**src/rtl/seven_seg_bcd_display.sv**
```systemverilog
`default_nettype none
// ============================================================================
// Module   : seven_seg_bcd_display
// Brief    : NUM_DIGITS seven-segment driver: sequential double-dabble number
//            display or run-state status text with PAUSE blinking.
// Revision : 1.0 - initial release
// ============================================================================
module seven_seg_bcd_display #(
    parameter int NUM_DIGITS = 4,
    parameter int VAL_W      = 14,
    parameter int BLINK_DIV  = 25000000
) (
    input  logic                    clk,
    input  logic                    rst,
    input  logic                    start_i,
    input  logic                    pause_i,
    input  logic                    finish_i,
    input  logic                    mode_i,
    input  logic [VAL_W-1:0]        value_i,
    output logic [7*NUM_DIGITS-1:0] hex_o,
    output logic                    busy_o,
    output logic                    ovf_o
);

    function automatic logic [63:0] pow10(input int n);
        logic [63:0] r;
        r = 64'd1;
        for (int i = 0; i < n; i++) r = r * 64'd10;
        return r;
    endfunction

    localparam int          c_BCD_W   = 4 * NUM_DIGITS;
    localparam int          c_CNT_W   = $clog2(VAL_W + 1);
    localparam int          c_BLK_W   = $clog2(BLINK_DIV + 1);
    localparam logic [63:0] c_MAX_VAL = pow10(NUM_DIGITS) - 64'd1;

    localparam logic [6:0] c_SEG_DASH = 7'b0111111;
    localparam logic [6:0] c_SEG_DARK = 7'b1111111;
    localparam logic [6:0] c_SEG_G    = 7'b1000010;
    localparam logic [6:0] c_SEG_D    = 7'b0100001;
    localparam logic [6:0] c_SEG_O    = 7'b0100011;
    localparam logic [6:0] c_SEG_N    = 7'b0101011;
    localparam logic [6:0] c_SEG_E    = 7'b0000110;
    localparam logic [6:0] c_SEG_P    = 7'b0001100;
    localparam logic [6:0] c_SEG_A    = 7'b0001000;
    localparam logic [6:0] c_SEG_U    = 7'b1000001;
    localparam logic [6:0] c_SEG_S    = 7'b0010010;

    typedef enum logic [1:0] {
        S_IDLE  = 2'd0,
        S_GO    = 2'd1,
        S_PAUSE = 2'd2,
        S_DONE  = 2'd3
    } state_t;

    function automatic logic [6:0] seg_digit(input logic [3:0] d);
        case (d)
            4'd0:    return 7'b1000000;
            4'd1:    return 7'b1111001;
            4'd2:    return 7'b0100100;
            4'd3:    return 7'b0110000;
            4'd4:    return 7'b0011001;
            4'd5:    return 7'b0010010;
            4'd6:    return 7'b0000010;
            4'd7:    return 7'b1011000;
            4'd8:    return 7'b0000000;
            4'd9:    return 7'b0010000;
            default: return c_SEG_DARK;
        endcase
    endfunction

    // Text is right-aligned: k counts characters from the right end of the word.
    function automatic logic [6:0] status_char(input state_t st, input int k, input logic vis);
        logic [6:0] c;
        c = c_SEG_DARK;
        case (st)
            S_IDLE: c = c_SEG_DASH;
            S_GO: begin
                if (k == 0)      c = c_SEG_O;
                else if (k == 1) c = c_SEG_G;
            end
            S_PAUSE: begin
                if (vis) begin
                    if (k == 0)      c = c_SEG_E;
                    else if (k == 1) c = c_SEG_S;
                    else if (k == 2) c = c_SEG_U;
                    else if (k == 3) c = c_SEG_A;
                    else if (k == 4) c = c_SEG_P;
                end
            end
            S_DONE: begin
                if (k == 0)      c = c_SEG_E;
                else if (k == 1) c = c_SEG_N;
                else if (k == 2) c = c_SEG_O;
                else if (k == 3) c = c_SEG_D;
            end
            default: c = c_SEG_DARK;
        endcase
        return c;
    endfunction

    // ------------------------------------------------------------------------
    // Double-dabble converter
    // ------------------------------------------------------------------------
    logic                r_busy;
    logic                r_force;
    logic                r_valid;
    logic                r_ovf;
    logic                r_ovf_pend;
    logic [VAL_W-1:0]    r_last;
    logic [VAL_W-1:0]    r_shift;
    logic [c_BCD_W-1:0]  r_bcd;
    logic [c_BCD_W-1:0]  r_digits;
    logic [c_CNT_W-1:0]  r_cnt;

    logic [c_BCD_W-1:0]  w_bcd_adj;
    logic [c_BCD_W-1:0]  w_bcd_next;
    logic                w_sample;
    logic                w_last_iter;

    always_comb begin
        w_bcd_adj = r_bcd;
        for (int k = 0; k < NUM_DIGITS; k++) begin
            if (r_bcd[4*k +: 4] >= 4'd5) w_bcd_adj[4*k +: 4] = r_bcd[4*k +: 4] + 4'd3;
        end
    end

    assign w_bcd_next  = {w_bcd_adj[c_BCD_W-2:0], r_shift[VAL_W-1]};
    assign w_last_iter = (r_cnt == c_CNT_W'(VAL_W - 1));
    assign w_sample    = !r_busy && (r_force || (value_i != r_last));

    always_ff @(posedge clk) begin
        if (rst) begin
            r_busy     <= 1'b0;
            r_force    <= 1'b1;
            r_valid    <= 1'b0;
            r_ovf      <= 1'b0;
            r_ovf_pend <= 1'b0;
            r_last     <= '0;
            r_shift    <= '0;
            r_bcd      <= '0;
            r_digits   <= '0;
            r_cnt      <= '0;
        end else if (w_sample) begin
            r_busy     <= 1'b1;
            r_force    <= 1'b0;
            r_last     <= value_i;
            r_shift    <= value_i;
            r_bcd      <= '0;
            r_cnt      <= '0;
            r_ovf_pend <= (64'(value_i) > c_MAX_VAL);
        end else if (r_busy) begin
            r_bcd   <= w_bcd_next;
            r_shift <= r_shift << 1;
            r_cnt   <= r_cnt + c_CNT_W'(1);
            if (w_last_iter) begin
                // Digits and overflow flag switch together so no torn value is shown.
                r_busy   <= 1'b0;
                r_valid  <= 1'b1;
                r_digits <= w_bcd_next;
                r_ovf    <= r_ovf_pend;
            end
        end
    end

    // ------------------------------------------------------------------------
    // Run-state FSM with PAUSE blink timer
    // ------------------------------------------------------------------------
    state_t              r_state;
    logic                r_visible;
    logic [c_BLK_W-1:0]  r_blk_cnt;

    always_ff @(posedge clk) begin
        if (rst) begin
            r_state   <= S_IDLE;
            r_visible <= 1'b1;
            r_blk_cnt <= '0;
        end else begin
            case (r_state)
                S_IDLE: begin
                    if (start_i) r_state <= S_GO;
                end
                S_GO: begin
                    if (pause_i) begin
                        r_state   <= S_PAUSE;
                        r_visible <= 1'b1;
                        r_blk_cnt <= '0;
                    end else if (finish_i) begin
                        r_state <= S_DONE;
                    end
                end
                S_PAUSE: begin
                    if (pause_i) begin
                        r_state <= S_GO;
                    end else if (r_blk_cnt == c_BLK_W'(BLINK_DIV - 1)) begin
                        r_blk_cnt <= '0;
                        r_visible <= ~r_visible;
                    end else begin
                        r_blk_cnt <= r_blk_cnt + c_BLK_W'(1);
                    end
                end
                S_DONE: begin
                    if (start_i) r_state <= S_GO;
                end
                default: r_state <= S_IDLE;
            endcase
        end
    end

    // ------------------------------------------------------------------------
    // Display mux
    // ------------------------------------------------------------------------
    logic [7*NUM_DIGITS-1:0] r_hex;
    logic [7*NUM_DIGITS-1:0] w_hex_next;
    logic                    w_lead;

    always_comb begin
        w_hex_next = '1;
        w_lead     = 1'b1;
        for (int k = NUM_DIGITS - 1; k >= 0; k--) begin
            if (mode_i) begin
                w_hex_next[7*k +: 7] = status_char(r_state, k, r_visible);
            end else if (!r_valid) begin
                // Nothing converted yet since reset: keep the number display dark.
                w_hex_next[7*k +: 7] = c_SEG_DARK;
            end else if (r_ovf) begin
                w_hex_next[7*k +: 7] = c_SEG_DASH;
            end else begin
                if ((r_digits[4*k +: 4] != 4'd0) || (k == 0)) w_lead = 1'b0;
                w_hex_next[7*k +: 7] = w_lead ? c_SEG_DARK : seg_digit(r_digits[4*k +: 4]);
            end
        end
    end

    always_ff @(posedge clk) begin
        if (rst) r_hex <= '1;
        else     r_hex <= w_hex_next;
    end

    assign hex_o  = r_hex;
    assign busy_o = r_busy;
    assign ovf_o  = r_ovf;

endmodule
`default_nettype wire

```
**config.mk**
```make
export PLATFORM = sky130hd
export DESIGN_NAME = seven_seg_bcd_display
export DESIGN_NICKNAME = d
export VERILOG_FILES = /design/src/rtl/seven_seg_bcd_display.sv
export SDC_FILE = /design/constraint.sdc
export NUM_CORES = 1
export LEC_CHECK = 0
export ABC_CLOCK_PERIOD_IN_PS = 3100
export CAP_MARGIN = 20
export CORE_ASPECT_RATIO = 1.25
export CORE_UTILIZATION = 55
export DETAILED_ROUTE_END_ITERATION = 12
export GPL_TIMING_DRIVEN = 0
export PLACE_DENSITY = 0.75
export SKIP_CTS_REPAIR_TIMING = 1
export SLEW_MARGIN = 20
export SYNTH_ARGS = -nofsm -noshare
export SYNTH_HDL_FRONTEND = slang
export SYNTH_SLANG_ARGS = --single-unit
```
**constraint.sdc**
```tcl
create_clock -name clk -period 3.1 [get_ports clk]
set_input_delay 0.465 -clock clk [delete_from_list [all_inputs] [get_ports clk]]
set_output_delay 0.465 -clock clk [all_outputs]
set_load 0.01 [all_outputs]
```
==> impl_metrics.toml, run 1 <==
[cells_and_area]
nFillCells = 1190
diodes = 0
area_growth_pct = 16.3
multi_input_area_mm2 = 0.00448
register_area_mm2 = 0.00306
drive_gt1_share_pct = 8.04
fin_nets = 1051

[route]
drtAntennaViolNets = 0
drt_pre_antenna_iters = 5
routedWlPerCell_um = 16.3
drt-vias-per-instance = 5.84
drtIter0Drc = 392
drc_errors = 0
vias = 6900
routed_wl_mm = 19.3

[place]
io_buffers = 49
pre_cts_ws_ns = -0.315
gp_congestion = 0.906
dpl.hpwl_mm = 14.0

[global_route]
grt_pass1_wl_mm = 32.0
grt_use_total_pct = 27.8
grt_start_max_net_pins = 17
antenna_found_initial = 0
grt_pass1_vias = 6354
gr-total-overflow = 0

[cts]
cts_made_buffers = 17
clk_pin_slew_worst_paths_ns = 0.07
cts_num_sinks = 153
cts_root_buffer = "clkbuf_16"
h-tree-depth = 4
clk_latency_ns = 0.43
cts_buffer_depth = 2
cts_tree = "built"

[timing]
slew_violations = 0
min_period_over_period_pct = 94.1
relSlewSlack_pct = 27.5
worstMarginPinSlew_ns = 1.08
fin_worst_skew_ns = 0.00715
hold_ws_ns = 0.427
hold_violations = 0
finalSetupViolations = 0
rsz0062_at_grt = "true"
fin_crit_ns = 2.92
setup_slack_ns = 0.184
fmax_ghz = 0.343

[worst_setup_path]
path_class = "register to register"
startpoint = "r_cnt[0]"
end_kind = "register"
max_stage_delay_ns = 0.39
critPathArrivalTime_ns = 3.23
cp.required_ns = 3.42
crit_path_max_fanout = 10
crit_path_cell_trace = "ha_1 > and4_1 > buf_2 > buf_2 > clkbuf_4 > clkbuf_4 > a211oi_2 > ha_1 > or3_1 > a31o_2"
r2r_start = "r_cnt[0]"
critPathBufInv = 4
cp-start-kind = "register"
critPathSlowestCell = "dfxtp_1"
r2r_setup_slack_ns = 0.18
critPathTopFamily = "buffers and inverters"

[synth]
yosys.area_share.simple_pct = 22.5
netlist_area_mm2 = 0.00789
synth_fa_ha_area_share_pct = 5.87
syn_nets = 983
synth_cells = 926
synth_top_area_share_pct = 38.8
synth_top_family_by_area = "simple AND/OR/NAND/NOR gates"
synth_area_per_cell_um2 = 8.52
synth_seq_cells = 153
synth_mux_area_share_pct = 2.79
synth.distinct_cells = 78
yosys_warnings = 0
synthArstFlopShare_pct = 0
synth_area_leaders = "dfxtp_1 39%, ha_1 5.9%, o21ai_0 4.2%"
synthFlopType = "dfxtp_1"
ys_seq_area_share_pct = 38.8
synth_compound_area_share_pct = 20.8
synth-xor-area-share_pct = 4.44
synth_edf_count = 0
synth_top_area_cell = "dfxtp_1"

[pwr]
max-vdd-ir-drop_uv = 401
pwr_density_cell_mw_per_mm2 = 483
p_leak_nw = 3.43
total_power_mw = 4.44

[worst_hold_path]
holdCritPathClass = "register to register"

[floorplan]
die_y_um = 136
die_area_mm2 = 0.0148
start_util_pct = 56.6
coreArea_mm2 = 0.0139
pin_count = 50
num_rows = 48
die_w_um = 109

[run_status]
outcome = "finished clean"

[job]
cap_viol_max_count = 0
==> metal layers <==
metal	part of all wire (%)	GRT usage [%]
met1	46	36.4
met2	48	45.1
met3	4.3	5.56
met4	1.6	9.61
met5	0	0
==> synth_stat cells (all sizes together) (6+ instances only) <==
| cell | count |
|---|---|
| dfxtp | 153 |
| a211oi | 19 |
| nor2b | 6 |
| a311oi | 20 |
| ha | 37 |
| inv | 35 |
| a21o | 10 |
| nand3 | 34 |
| nor4 | 9 |
| or3 | 7 |
| o31ai | 10 |
| xor2 | 18 |
| nor2 | 85 |
| nor3 | 46 |
| clkbuf | 36 |
| nand2b | 13 |
| xnor2 | 22 |
| mux2i | 22 |
| a21oi | 34 |
| buf | 18 |
| a31oi | 9 |
| nand4 | 20 |
| o21a | 6 |
| and2 | 8 |
| a22oi | 9 |
| and3 | 7 |
| nand2 | 89 |
| o21ai | 68 |
==> layout make-up <==
| type | count | share of cell area, % |
|---|---|---|
| plain buffers | 54 | 2.67 |
| clock buffers | 18 | 4.78 |
| clock inverters | 14 | 1.21 |
| inverters | 36 | 1.47 |
| multi-input cells | 683 | 48.8 |
| flip-flops and latches | 153 | 33.4 |
| well taps | 175 | 2.38 |
| repair buffers | 49 | 5.34 |
==> power breakdown <==
group          switching [mW]  internal [mW]
sequential             0.0402           2.03
combinational           0.248          0.176
clock                   0.887           1.06
total                    1.18           3.26
==> path summary, 6_finish.rpt <==
path,depth (start not counted),to
setup / recovery,10,register
hold / removal,1,hex_o[8]
setup reg to reg,10,register
hold reg to reg,1,hex_o[8]
==> per-stage QoR <==
stage                     instances  utilization (%)  TNS, ns  area [um^2]
final                          1182             65.9        0         9180
after detailed placement       1150             61.7    -2.44         8600
after global routing           1182             65.9        0         9180
after global placement         1150             61.7    -2.47         8600
after CTS                      1182             65.7        0         9150
after floorplan                 926                -        0         7890
==> cell families after synthesis <==
| kind of cell | after synthesis |
|---|---|
| buf+inv | 90 |
| simple gates | 352 |
| compound gates | 232 |
| flops | 153 |
| mux | 22 |
| fa+ha+maj | 37 |
| xor+xnor | 40 |
==> layout by cell type (no fill, tap or decap), types with 5 or more instances in the layout <==
master / count
a31oi_1: 9
inv_6: 5
inv_1: 34
xnor2_1: 22
nor2_1: 85
ha_1: 37
a21o_1: 10
nor3b_1: 5
buf_2: 11
nand3_1: 33
a22oi_1: 9
nand4_1: 20
a211oi_1: 14
a311oi_1: 19
o21a_1: 6
mux2i_1: 22
o21ai_0: 67
and3_1: 7
a2bb2oi_1: 5
o31a_1: 5
clkdlybuf4s50_1: 49
dfxtp_1: 153
clkinvlp_4: 5
or3_1: 7
clkbuf_16: 17
clkbuf_1: 35
nand2b_1: 13
o31ai_1: 5
and2_1: 8
o31ai_2: 5
nor4_1: 6
nor2b_1: 6
nand3b_1: 5
nand2_1: 89
xor2_1: 18
nor3_1: 43
a21oi_1: 32
Note: power is estimated with default switching activity, not from simulation.
==> run 2: changes to the inputs <==
Settings changed: CAP_MARGIN 20 to not set, SLEW_MARGIN 20 to not set.
==> results of run 2 <==
No change in the layout: final DEF, timing and power equal those of run 1.
==> run 3: changes to the inputs <==
Settings changed: ABC_CLOCK_PERIOD_IN_PS 3100 to 2700.
Clock period 3.1 ns to 2.7 ns, I/O delays scaled along.
==> impl_metrics.toml, run 3 (synthesis results as in run 1) <==
[global_route]
grt_pass1_wl_mm = 32.0
grt_pass1_vias = 6354
gr-total-overflow = 0
antenna_found_initial = 0
grt_start_max_net_pins = 17
grt_use_total_pct = 27.8

[place]
io_buffers = 49
placed_area_mm2 = 0.00860
dp.cells = 1150
pre_cts_ws_ns = -0.655
gp_congestion = 0.906
dpl.hpwl_mm = 14.0

[worst_hold_path]
whs_endpoint = "hex_o[8]"
holdCritPathClass = "register to register"
worstHoldPathCells = 1

[timing]
setup_slack_ns = 0.0817
fin_setup_tns_ns = 0
rsz0062_at_grt = "true"
min_period_over_period_pct = 97.0
hold_violations = 0
fin_worst_skew_ns = 0.00793
worstMarginPinSlew_ns = 1.09
finalSetupViolations = 0
relSlewSlack_pct = 26.4
slew_violations = 0
fin_crit_ns = 2.62
fmax_ghz = 0.382

[cells_and_area]
drive_gt1_share_pct = 9.83
register_area_mm2 = 0.00307
final_cell_area_mm2 = 0.00926
area_growth_pct = 17.4
post-route-util_pct = 66.5
multi_input_area_mm2 = 0.00454
final_common_cell = "dfxtp_1"
nFillCells = 1181
mostFrequentLayoutCells = "151 x dfxtp_1, 89 x nand2_1, 84 x nor2_1, 65 x o21ai_0, 49 x clkdlybuf4s50_1"
stdcell_count = 1182
fin_nets = 1051
diodes = 0

[worst_setup_path]
r2r_start = "r_cnt[1]"
end_kind = "register"
cp.required_ns = 3.07
path_class = "register to register"
cp-start-kind = "register"
r2r_setup_slack_ns = 0.08
r2r_cells = 12
crit_path_max_fanout = 10
critPathArrivalTime_ns = 2.99

[route]
routed_wl_mm = 19.5
drt-vias-per-instance = 5.86
drtIter0Drc = 417
drtAntennaViolNets = 0
vias = 6921
drt_pre_antenna_iters = 5
drc_errors = 0
routedWlPerCell_um = 16.5

[cts]
clk_pin_slew_worst_paths_ns = 0.06
cts_buffer_depth = 2
h-tree-depth = 4
cts_num_sinks = 153
cts_tree = "built"
clk_latency_ns = 0.43
cts_made_buffers = 17
cts_root_buffer = "clkbuf_16"

[job]
cap_viol_max_count = 0

[floorplan]
die_y_um = 136
start_util_pct = 56.6
num_rows = 48
die_area_mm2 = 0.0148
pin_count = 50
die_w_um = 109
coreArea_mm2 = 0.0139

[pwr]
p_leak_nw = 3.45
pwr_density_cell_mw_per_mm2 = 550
max-vdd-ir-drop_uv = 455

[run_status]
outcome = "finished clean"
run 3: worst max-delay path by stage:
stage	startpoint	to	cells after the start
CTS	r_cnt[1]	register	14
floorplan	r_cnt[1]	register	14
detailed placement	rst	register	7
global route	r_bcd[0]	register	12
global placement	rst	register	7
finish	r_cnt[1]	register	12
run 3: worst max-delay path: stages (launching register included):
cell and delay (ns):
dfxtp_2 0.35, inv_1 0.07, ha_4 0.18, and4_1 0.19, buf_2 0.16, buf_6 0.15
buf_4 0.18, buf_6 0.17, a211oi_4 0.29, inv_1 0.12, ha_1 0.21, a221oi_1 0.34
o21a_1 0.15
run 3: metal layers:
layer  global-route usage (%)  vias to the layer above  share of wire [%]
met5                        0                        -                  0
met4                     9.61                        0                1.9
met3                     5.56                       32                4.4
met2                     45.1                      180                 48
met1                     36.4                     3214                 46
li1                         -                     3495                  -
run 3: stage by stage:
step | power, mW | hold WS (ns)
floorplan | 2.71 | 0.390
global placement | 2.90 | 0.414
detailed placement | 2.91 | 0.417
CTS | 5.11 | 0.436
global route | 5.28 | 0.443
finish | 5.10 | 0.427
run 3: cell type report:
class | count | share of cell area (%)
Buffer | 54 | 2.80
Clock buffer | 18 | 4.74
Clock inverter | 14 | 1.20
Inverter | 36 | 1.46
Multi-Input combinational cell | 683 | 49.1
Sequential cell | 153 | 33.1
Tap cell | 175 | 2.36
Timing Repair Buffer | 49 | 5.29
run 3: report_power, final:
| part | switching [mW] | internal [mW] | total [mW] |
|---|---|---|---|
| combinational | 0.285 | 0.204 | 0.489 |
| sequential | 0.0466 | 2.33 | 2.38 |
| clock | 1.02 | 1.22 | 2.23 |
